**config.mk**
```make
export PLATFORM = sky130hd
export DESIGN_NAME = reg_wb_ctrl
export DESIGN_NICKNAME = d
export VERILOG_FILES = /design/src/rtl/mips_pkg.sv /design/src/rtl/wb_fifo.sv /design/src/rtl/reg_wb_ctrl.sv
export SDC_FILE = /design/constraint.sdc
export NUM_CORES = 1
export LEC_CHECK = 0
export ABC_AREA = 1
export CORE_MARGIN = 2
export CORE_UTILIZATION = 50
export DETAILED_ROUTE_END_ITERATION = 10
export PLACE_DENSITY_LB_ADDON = 0.15
export SETUP_SLACK_MARGIN = 0.05
export SLEW_MARGIN = 30
export SYNTH_ARGS = -nofsm -noshare
export SYNTH_HDL_FRONTEND = slang
export SYNTH_SLANG_ARGS = --single-unit
```
**constraint.sdc**
```tcl
create_clock -name clk -period 3.2 [get_ports clk]
set_input_delay 0.32 -clock clk [delete_from_list [all_inputs] [get_ports clk]]
set_output_delay 0.32 -clock clk [all_outputs]
set_load 0.005 [all_outputs]
```
**src/rtl/mips_pkg.sv**
```systemverilog
// Shared types for the register-file writeback path.
package mips_pkg;
  localparam int REG_W  = 5;
  localparam int DATA_W = 32;
  localparam logic [REG_W-1:0] REG_ZERO = 5'd0;

  // 'reg' is a keyword, so the destination field is named rd.
  typedef struct packed {
    logic [REG_W-1:0]  rd;
    logic [DATA_W-1:0] data;
  } wb_req_t;

  typedef enum logic {
    NORMAL = 1'b0,
    DRAIN  = 1'b1
  } wb_state_t;
endpackage

```
**src/rtl/wb_fifo.sv**
```systemverilog
// Load writeback FIFO with per-entry kill bit, kill-by-reg and match-by-reg.
module wb_fifo
  import mips_pkg::*;
#(
  parameter int DEPTH = 4
) (
  input  logic                         clk,
  input  logic                         resetN,
  input  logic                         push_i,
  input  wb_req_t                      push_req_i,
  input  logic                         pop_i,
  input  logic                         kill_en_i,
  input  logic [REG_W-1:0]             kill_reg_i,
  input  logic [REG_W-1:0]             match_reg_i,
  output wb_req_t                      head_o,
  output logic                         head_killed_o,
  output logic [$clog2(DEPTH+1)-1:0]   count_o,
  output logic [$clog2(DEPTH+1)-1:0]   live_o,
  output logic                         match_o
);
  localparam int PW = $clog2(DEPTH);
  localparam int CW = $clog2(DEPTH+1);

  wb_req_t          mem_q [DEPTH];
  logic [DEPTH-1:0] kill_q;
  logic [PW-1:0]    rd_ptr_q, wr_ptr_q;
  logic [CW-1:0]    count_q;
  logic [DEPTH-1:0] vld;
  logic [PW-1:0]    off;

  // Slot occupancy from its distance past the read pointer.
  always_comb begin
    vld = '0;
    off = '0;
    for (int i = 0; i < DEPTH; i++) begin
      off    = PW'(i) - rd_ptr_q;
      vld[i] = ({1'b0, off} < count_q);
    end
  end

  // Live (non-killed) entry count and hazard match.
  always_comb begin
    live_o  = '0;
    match_o = 1'b0;
    for (int i = 0; i < DEPTH; i++) begin
      if (vld[i] && !kill_q[i]) begin
        live_o = live_o + CW'(1);
        if (mem_q[i].rd == match_reg_i) match_o = 1'b1;
      end
    end
  end

  assign head_o        = mem_q[rd_ptr_q];
  assign head_killed_o = kill_q[rd_ptr_q];
  assign count_o       = count_q;

  // Payload storage; needs no reset since occupancy is tracked by count.
  always_ff @(posedge clk) begin
    if (push_i) mem_q[wr_ptr_q] <= push_req_i;
  end

  // Pointers, count and kill bits. A same-cycle push of the killed reg is
  // killed too, since the ALU write is the younger one.
  always_ff @(posedge clk or negedge resetN) begin
    if (!resetN) begin
      rd_ptr_q <= '0;
      wr_ptr_q <= '0;
      count_q  <= '0;
      kill_q   <= '0;
    end else begin
      for (int i = 0; i < DEPTH; i++) begin
        if (kill_en_i && vld[i] && (mem_q[i].rd == kill_reg_i)) kill_q[i] <= 1'b1;
      end
      if (push_i) begin
        kill_q[wr_ptr_q] <= kill_en_i && (push_req_i.rd == kill_reg_i);
        wr_ptr_q         <= wr_ptr_q + PW'(1);
      end
      if (pop_i) rd_ptr_q <= rd_ptr_q + PW'(1);
      case ({push_i, pop_i})
        2'b10:   count_q <= count_q + CW'(1);
        2'b01:   count_q <= count_q - CW'(1);
        default: count_q <= count_q;
      endcase
    end
  end
endmodule

```
**src/rtl/reg_wb_ctrl.sv**
```systemverilog
// Register-file write initiator: merges ALU and load results onto one port.
//
// state  | meaning
// NORMAL | ALU accepted; FIFO head drains when the ALU leaves the port idle
// DRAIN  | one cycle: ALU held off, FIFO head forced onto the write port
module reg_wb_ctrl
  import mips_pkg::*;
#(
  parameter int DEPTH      = 4,
  parameter int STARVE_MAX = 8
) (
  input  logic                       clk,
  input  logic                       resetN,
  input  logic                       alu_valid,
  output logic                       alu_ready,
  input  logic [REG_W-1:0]           alu_reg,
  input  logic [DATA_W-1:0]          alu_data,
  input  logic                       ld_valid,
  output logic                       ld_ready,
  input  logic [REG_W-1:0]           ld_reg,
  input  logic [DATA_W-1:0]          ld_data,
  output logic                       regWrite,
  output logic [REG_W-1:0]           wrReg,
  output logic [DATA_W-1:0]          wrData,
  input  logic [REG_W-1:0]           q_reg,
  output logic                       q_hit,
  output logic [$clog2(DEPTH+1)-1:0] pending
);
  localparam int CW = $clog2(DEPTH+1);
  localparam int SW = $clog2(STARVE_MAX+1);
  localparam logic [SW-1:0] STARVE_LAST = SW'(STARVE_MAX-1);

  wb_state_t         state_q;
  logic [SW-1:0]     starve_q;
  logic              regWrite_q;
  logic [REG_W-1:0]  wrReg_q;
  logic [DATA_W-1:0] wrData_q;

  wb_req_t       head, ld_req, issue_req_d;
  logic          head_killed, fifo_match;
  logic [CW-1:0] count;
  logic          head_valid, alu_acc, ld_acc, kill_en;
  logic          pop, push, bypass, issue_d;

  assign alu_ready  = (state_q == NORMAL);
  assign ld_ready   = (count < CW'(DEPTH));
  assign alu_acc    = alu_valid && alu_ready;
  assign ld_acc     = ld_valid && ld_ready;
  assign head_valid = (count != '0);
  assign kill_en    = alu_acc && (alu_reg != REG_ZERO);
  assign ld_req.rd   = ld_reg;
  assign ld_req.data = ld_data;

  // Write-port arbitration: forced drain, ALU, FIFO head, then load bypass.
  always_comb begin
    pop         = 1'b0;
    bypass      = 1'b0;
    issue_d     = 1'b0;
    issue_req_d = '0;
    if (state_q == DRAIN && head_valid) begin
      pop         = 1'b1;
      issue_d     = !head_killed;
      issue_req_d = head;
    end else if (kill_en) begin
      issue_d          = 1'b1;
      issue_req_d.rd   = alu_reg;
      issue_req_d.data = alu_data;
    end else if (head_valid) begin
      pop         = 1'b1;
      issue_d     = !head_killed;
      issue_req_d = head;
    end else if (ld_acc && ld_reg != REG_ZERO) begin
      bypass      = 1'b1;
      issue_d     = 1'b1;
      issue_req_d = ld_req;
    end
    push = ld_acc && (ld_reg != REG_ZERO) && !bypass;
  end

  wb_fifo #(.DEPTH(DEPTH)) u_fifo (
    .clk           (clk),
    .resetN        (resetN),
    .push_i        (push),
    .push_req_i    (ld_req),
    .pop_i         (pop),
    .kill_en_i     (kill_en),
    .kill_reg_i    (alu_reg),
    .match_reg_i   (q_reg),
    .head_o        (head),
    .head_killed_o (head_killed),
    .count_o       (count),
    .live_o        (pending),
    .match_o       (fifo_match)
  );

  // Starvation FSM and the registered write port.
  always_ff @(posedge clk or negedge resetN) begin
    if (!resetN) begin
      state_q    <= NORMAL;
      starve_q   <= '0;
      regWrite_q <= 1'b0;
      wrReg_q    <= '0;
      wrData_q   <= '0;
    end else begin
      regWrite_q <= issue_d;
      if (issue_d) begin
        wrReg_q  <= issue_req_d.rd;
        wrData_q <= issue_req_d.data;
      end
      case (state_q)
        NORMAL: begin
          if (!head_valid || pop) begin
            starve_q <= '0;
          end else if (starve_q == STARVE_LAST) begin
            state_q  <= DRAIN;
            starve_q <= '0;
          end else begin
            starve_q <= starve_q + SW'(1);
          end
        end
        DRAIN: begin
          state_q  <= NORMAL;
          starve_q <= '0;
        end
      endcase
    end
  end

  assign regWrite = regWrite_q;
  assign wrReg    = wrReg_q;
  assign wrData   = wrData_q;
  assign q_hit    = (q_reg != REG_ZERO) &&
                    (fifo_match || (regWrite_q && (wrReg_q == q_reg)));
endmodule

```
# Word level (Yosys, flattened, before mapping)
# Memories as Yosys holds them, arrays and structs flattened.
# Index checks and enable logic that the tools add are counted.
[classes]
addsub = 12
multipliers = 0
div = 0
magnitude_cmp = 8
n_eq_ne = 13
n_shift = 0
mux = 45
n_bitwise = 1
reduce_logical = 36
[ops]
columns = ["operator", "count"]
rows = [
  ["$mux 37", 4],
  ["$eq 5x5->1", 10],
  ["$mux 1", 29],
  ["$logic_and 1x1->1", 22],
  ["$reduce_bool 5->1", 3],
  ["$lt 2x3->1", 4],
  ["$mux 4", 3],
  ["$add 3x1->3 const B", 3],
  ["$mux 3", 3],
  ["$pmux 4 s2", 1],
  ["$logic_not 1->1", 7],
  ["$lt 2x3->1 const B", 2],
  ["$pmux 3 s2", 1],
  ["$add 2x1->2 const B", 2],
  ["$add 4x1->4 const B", 1],
  ["$bwmux 4", 1],
  ["$eq 4x3->1 const B", 1],
  ["$sub 1x2->2 const A", 2],
  ["$sub 2x2->2 const A", 2],
  ["$lt 3x3->1 const B", 1],
  ["$reduce_bool 3->1", 1],
  ["$sub 3x1->3 const B", 1],
  ["$add 1x1->2 const B", 1],
  ["$bmux 1 s2", 1],
  ["other kinds (8)", 9],
]
[totals]
reg_bits = 54
latchBits = 0
ramBits = 148
mem_bits_ro = 0
output_inout_bits = 44
n_memories = 1
[memory_table]
columns = ["name", "words", "word_bits", "rd", "rd_ports_with_merged_regs", "write_ports", "line_no", "source"]
rows = [
  ["u_fifo.mem_q", 4, 37, 5, 0, 1, "wb_fifo.sv:24", "wb_req_t mem_q [DEPTH];"],
]

# Logic depth before layout (Yosys ltp)
# Gate-level depths: netlist of the first run.
[logic_depth]
ltp_word = 12
ltp_mapped = 16

# By module
# Synthesis of the first run repeated with hierarchy kept, for this count alone.
[unflattened]
cells_unflattened = 1093
area_unflattened_um2 = 10193.5
[by_module_without_submodules]
columns = ["module", "instances", "cells_each", "area_per_inst_um2"]
rows = [
  ["wb_fifo", 1, 631, 7226.9],
  ["reg_wb_ctrl", 1, 462, 2966.6],
]

# Worst setup path after synthesis of the first run
# No wires, ideal clock.
[synth_path]
path_kind = "register to output"
startpoint = "register u_fifo.rd_ptr_q[1]"
endpoint = "output pending[1]"
t_arrival_ns = 2.519
required_time_ns = 2.880
setup_slack_ns = 0.361
stages_incl_launch_ff = 16
n_path_buf = 2
cell_sequence = "dfrtp_1 -> buf_4 -> nor2_4 -> buf_2 -> nor2_1 -> ha_1 -> nand3_1 -> nand2_1 -> nor2_1 -> ha_1 -> inv_1 -> nand2_1 -> nand2_1 -> inv_1 -> ha_1 -> mux2_2"
[synth_via]
elab_chain_len = 10
word_cells_on_any_way = 19
classes_between = "7 x add/sub; 4 x order compare; 4 x mux; 4 x reduce/logical"
[synth_lines]
columns = ["element", "line_no", "source"]
rows = [
  ["start: declaration", "wb_fifo.sv:26", "logic [PW-1:0] rd_ptr_q, wr_ptr_q;"],
  ["start signal: assignment", "wb_fifo.sv:78", "if (pop_i) rd_ptr_q <= rd_ptr_q + PW'(1);"],
  ["$sub 1x2->2", "wb_fifo.sv:36", "off = PW'(i) - rd_ptr_q;"],
  ["$lt 2x3->1", "wb_fifo.sv:37", "vld[i] = ({1'b0, off} < count_q);"],
  ["$logic_and 1x1->1", "wb_fifo.sv:46", "if (vld[i] && !kill_q[i]) begin"],
  ["$mux 1", "wb_fifo.sv:46", ""],
  ["$add 1x1->2", "wb_fifo.sv:47", "live_o = live_o + CW'(1);"],
  ["$mux 3", "wb_fifo.sv:46", ""],
  ["$add 3x1->3", "wb_fifo.sv:47", ""],
  ["$mux 3", "wb_fifo.sv:46", ""],
  ["$add 3x1->3", "wb_fifo.sv:47", ""],
  ["$mux 3 (*)", "wb_fifo.sv:46", ""],
  ["end: declaration", "reg_wb_ctrl.sv:27", "output logic [$clog2(DEPTH+1)-1:0] pending"],
]
# Every way passes the cells marked *; elsewhere a longest branch is shown, timed or not.

# Final worst setup path of the first run
# Ends and elaborated chain as after synthesis.

==> reports/summary.md, run 1 <==
At the later pin of the worst-skew pair, clock insertion delay measures 0.51 ns. The flow ran to the end, but the final reports show violations. Setup repair after global routing could not meet its margin everywhere. The analysis attributes to cell leakage a power of 5.58 nW. The run gives 55 as the maximum number of pins on one net before global-route repair. Slowest library cell on the worst path: sky130_fd_sc_hd__dfrtp_1. The maximum frequency from static timing analysis was 320 MHz. The die width is 147 um. The number of rows created at floorplan came out at 52. STA puts the critical path data required time at 2.88 ns.

127 I/O pins were placed. The run gives 21700 um2 as the area of the die. The worst-margin pin slew is 0.782 ns. The register clock-pin slew on the reported worst setup and hold paths is 0.06 ns. The starting density of the core is 0.509, and the number of buffer and inverter stages on the critical path is 5. The largest single stage delay on the critical path is 0.40 ns. The share of the clock period used by the worst path after layout came out at 0.978. For the combinational power share, the log shows 0.467.

In this run the remaining antenna-violating nets after routing total 0. The max-slew violation count is 0. Final hold violation count: 15. The synthesized design contains 148 enable-type register cells. The shortest clock period the worst path allows after layout came out at 3.13 ns. Among cell families on the critical path, the largest total delay comes from adder cells. The root buffer cell chosen for the clock tree is sky130_fd_sc_hd__clkbuf_16.

Across all setup checks in the final design, the least slack found is 0.0713 ns. The checks that failed: negative hold slack. Global routing finished with a remaining overflow of 0. The final standard cell count with taps included and fillers excluded was 1586; the detailed router's first-iteration violation count was 521.

Relative to the synthesized area, the layout overhead comes to 23.3%. The internal power component is 6.86 mW, and the number of max-cap violations is 0. The share of the core filled with cells in the final layout was 0.628; the share of total power in the clock network was 0.204.

The first global-routing pass estimated 43.0 mm of wire. The run gives 0.251 as the overall routing resource usage. The floorplan step defined a core boundary enclosing 20200 um2. The half-perimeter wire length after detailed placement was 17.5 mm; the wire length per cell was 17.1 um. Accumulated negative setup slack: 0 ns. The worst setup path is launched from a flip-flop. Largest clock skew in the final design: 0.0258 ns. Yosys printed 0 warnings.

Dividing the detail-routed via count by the number of cells gives 5.22. Count of clock tree sinks: 202. The total power per unit cell area came out at 890 nW/um2.

The logs give 8276 for the total via count after detailed routing and 21 for the number of buffers inserted during clock tree synthesis. The signal on the critical path passes through buf_6 -> nor2_4 -> nor2_4 -> buf_6 -> inv_1 -> ha_1 -> inv_1 -> nor2_2 -> nand2_2 -> nand3_4 -> o21ai_2 -> ha_4 -> mux2_4 -> clkbuf_2. The worst setup path is of the flip-flop to output port kind. The worst hold-check path type was input pin to async pin. After synthesis, the mean cell area works out to 8.79 um2.

The logs give 3 for the deepest clock path buffer count and 0.0363 ns for the minimum setup slack after placement. The remaining routing DRC violations is 0, and the maximum fanout along the worst path is 5. The peak ir drop on the vdd network was 535 uV. The synthesized instance count is 1168. The final layout contains routed wiring with a total length of 27.2 mm. The net count after synthesis is 1265. For the final net count, the log shows 1398. The total setup violations reported at the end of the flow is 0. The kind of end point of the critical path was an output port. Synthesis inferred 202 register bits.

The max-slew headroom at the worst pin was 0.478; the data arrival time of the critical path was 2.81 ns. The part of the total power dissipated in sequential elements is 0.329. In this run the vertical extent of the chip is 147 um. For the cell count after placement, the log shows 1539.

The number of hold buffers added after CTS was 0. The share of synthesized registers carrying an async set or reset came out at 0.267. The count of antenna diodes in the layout is 0, and the number of H-tree levels is 1.

Switching fraction of total power: 0.391. The number of global-route vias before repair was 8005; the sequential area share after synthesis was 0.564. The worst hold slack was -0.0189 ns. For this run, the leading register cell type out of synthesis is sky130_fd_sc_hd__edfxtp_1.

For the total power draw, the log shows 11.3 mW. Summed over all nets, the switching power comes to 4.41 mW. The number of distinct library cell variants in the gate-level netlist after synthesis is 35, and the synthesized area is 10300 um2.

Routability-driven placement finished with a final weighted congestion of 0.924. The share of post-route cells with drive strength above 1 came out at 0.102. The number of buffers inserted by port buffering was 126; the detailed-router iteration count before antenna repair was 5. The tools report the number of antenna violations at the first check in global routing as 0. TritonCTS built the clock tree.
## final timing paths
path / from / end / slack (ns) / depth (start not counted)
worst max register to register: u_fifo.count_o[1]$_DFFE_PN0P_ / wrData[16]$_DFFE_PN0P_ / 0.76 / 9
worst min register to register: u_fifo.count_o[1]$_DFFE_PN0P_ / u_fifo.count_o[1]$_DFFE_PN0P_ / 0.49 / 2
max in group asynchronous: resetN / u_fifo.rd_ptr_q[0]$_DFFE_PN0N_ / 2.65 / 2
min in group clk: alu_data[2] / wrData[2]$_DFFE_PN0P_ / 0.46 / 5
worst min-delay path: resetN / wrData[4]$_DFFE_PN0P_ / -0.02 / 2
worst max-delay path: u_fifo.rd_ptr_q[1]$_DFFE_PN0N_ / pending[1] / 0.07 / 14
## placed cells by master (no fill, tap or decap), types with 3 or more instances in the layout
cell type,n
sky130_fd_sc_hd__nand2_1,521
sky130_fd_sc_hd__nor2_1,53
sky130_fd_sc_hd__nand4_1,53
sky130_fd_sc_hd__nor3_1,3
sky130_fd_sc_hd__edfxtp_1,148
sky130_fd_sc_hd__inv_1,64
sky130_fd_sc_hd__clkbuf_16,21
sky130_fd_sc_hd__nand3_1,95
sky130_fd_sc_hd__clkdlybuf4s50_1,121
sky130_fd_sc_hd__inv_2,15
sky130_fd_sc_hd__buf_4,38
sky130_fd_sc_hd__nand2_2,10
sky130_fd_sc_hd__ha_4,4
sky130_fd_sc_hd__ha_1,8
sky130_fd_sc_hd__xnor2_1,25
sky130_fd_sc_hd__clkbuf_2,3
sky130_fd_sc_hd__buf_12,5
sky130_fd_sc_hd__o21ai_0,12
sky130_fd_sc_hd__nor2_2,4
sky130_fd_sc_hd__buf_6,3
sky130_fd_sc_hd__xor2_1,9
sky130_fd_sc_hd__dfrtp_1,53
sky130_fd_sc_hd__clkbuf_1,8
sky130_fd_sc_hd__clkbuf_8,4
sky130_fd_sc_hd__nor2_4,7
## cell usage after synthesis, types with 4 or more instances
master                     instances  area (um2)
sky130_fd_sc_hd__buf_2            31         155
sky130_fd_sc_hd__buf_4             7        52.6
sky130_fd_sc_hd__buf_6             9         101
sky130_fd_sc_hd__clkbuf_1         12        45.0
sky130_fd_sc_hd__dfrtp_1          54        1350
sky130_fd_sc_hd__edfxtp_1        148        4440
sky130_fd_sc_hd__ha_1             13         163
sky130_fd_sc_hd__inv_1            67         251
sky130_fd_sc_hd__inv_2            13        48.8
sky130_fd_sc_hd__nand2_1         527        1980
sky130_fd_sc_hd__nand2_2           4        25.0
sky130_fd_sc_hd__nand3_1          97         485
sky130_fd_sc_hd__nand4_1          53         332
sky130_fd_sc_hd__nor2_1           57         214
sky130_fd_sc_hd__nor2_4            4        45.0
sky130_fd_sc_hd__o21ai_0          12        60.1
sky130_fd_sc_hd__xnor2_1          25         219
sky130_fd_sc_hd__xor2_1            9        78.8
## flip-flops by register name, summed over array words and instances (netlist names)
| register | count |
|---|---|
| wrData | 32 |
| state_q | 1 |
| u_fifo.kill_q | 4 |
| starve_q | 4 |
| u_fifo.rd_ptr_q | 2 |
| u_fifo.count_o | 3 |
| wrReg | 5 |
| u_fifo.mem_q | 148 |
| u_fifo.wr_ptr_q | 2 |
| regWrite | 1 |
## power by group through the flow
| stage | clock network, mW | logic, mW | registers [mW] |
|---|---|---|---|
| floorplan | 0 | 3.02 | 3.68 |
| global placement | 0 | 4.72 | 3.73 |
| detailed placement | 0 | 4.77 | 3.74 |
| CTS | 2.34 | 4.90 | 3.70 |
| global route | 2.44 | 5.84 | 3.76 |
| finish | 2.29 | 5.26 | 3.71 |
## repair_timing
item | CTS | global route
resized for setup | 13 | 27
endpoints found under the setup margin | 4 | 3
pin swaps | 5 | 14
setup buffers | 4 | 5
endpoints found under the hold margin | 0 | 0
## cell families (layout without fill, tap and decap cells)
family,after synthesis,count (layout),share of synthesized area
compound gates,18,18,0.0107
buf+inv,142,290,0.0650
fa+ha+maj,14,14,0.0178
flops,202,202,0.564
xor+xnor,34,34,0.0290
mux,1,1,0.00110
simple gates,757,757,0.312
## stage by stage
step	instance area, um2	hold WS, ns
after floorplan	10300	0.0244
after global placement	11800	0.466
after detailed placement	11800	0.479
after CTS	12500	0.0143
after global routing	12700	0.0571
final	12700	-0.0189
## final cells by class
class	count	area (um2)
Timing Repair Buffer	172	1660
Multi-Input combinational cell	824	3920
Clock inverter	5	33.8
Tap cell	270	338
Inverter	80	300
Fill cell	1669	7510
Clock buffer	33	611
Sequential cell	202	5800
## routing by layer
layer / up-vias / wire [um] / global-route usage
met2: 311 / 12900 / 0.414
li1: 4067 / - / -
met1: 3838 / 11800 / 0.345
met4: 0 / 665 / 0.0745
met3: 60 / 1890 / 0.0422
met5: - / 0 / 0
Power figures use the tool's default switching activity.
==> run 2: changes to the inputs <==
Settings changed: SLEW_MARGIN 30 to unset.
==> results of run 2 <==
Same layout as run 1: the final DEF is identical, and so are final timing and power.
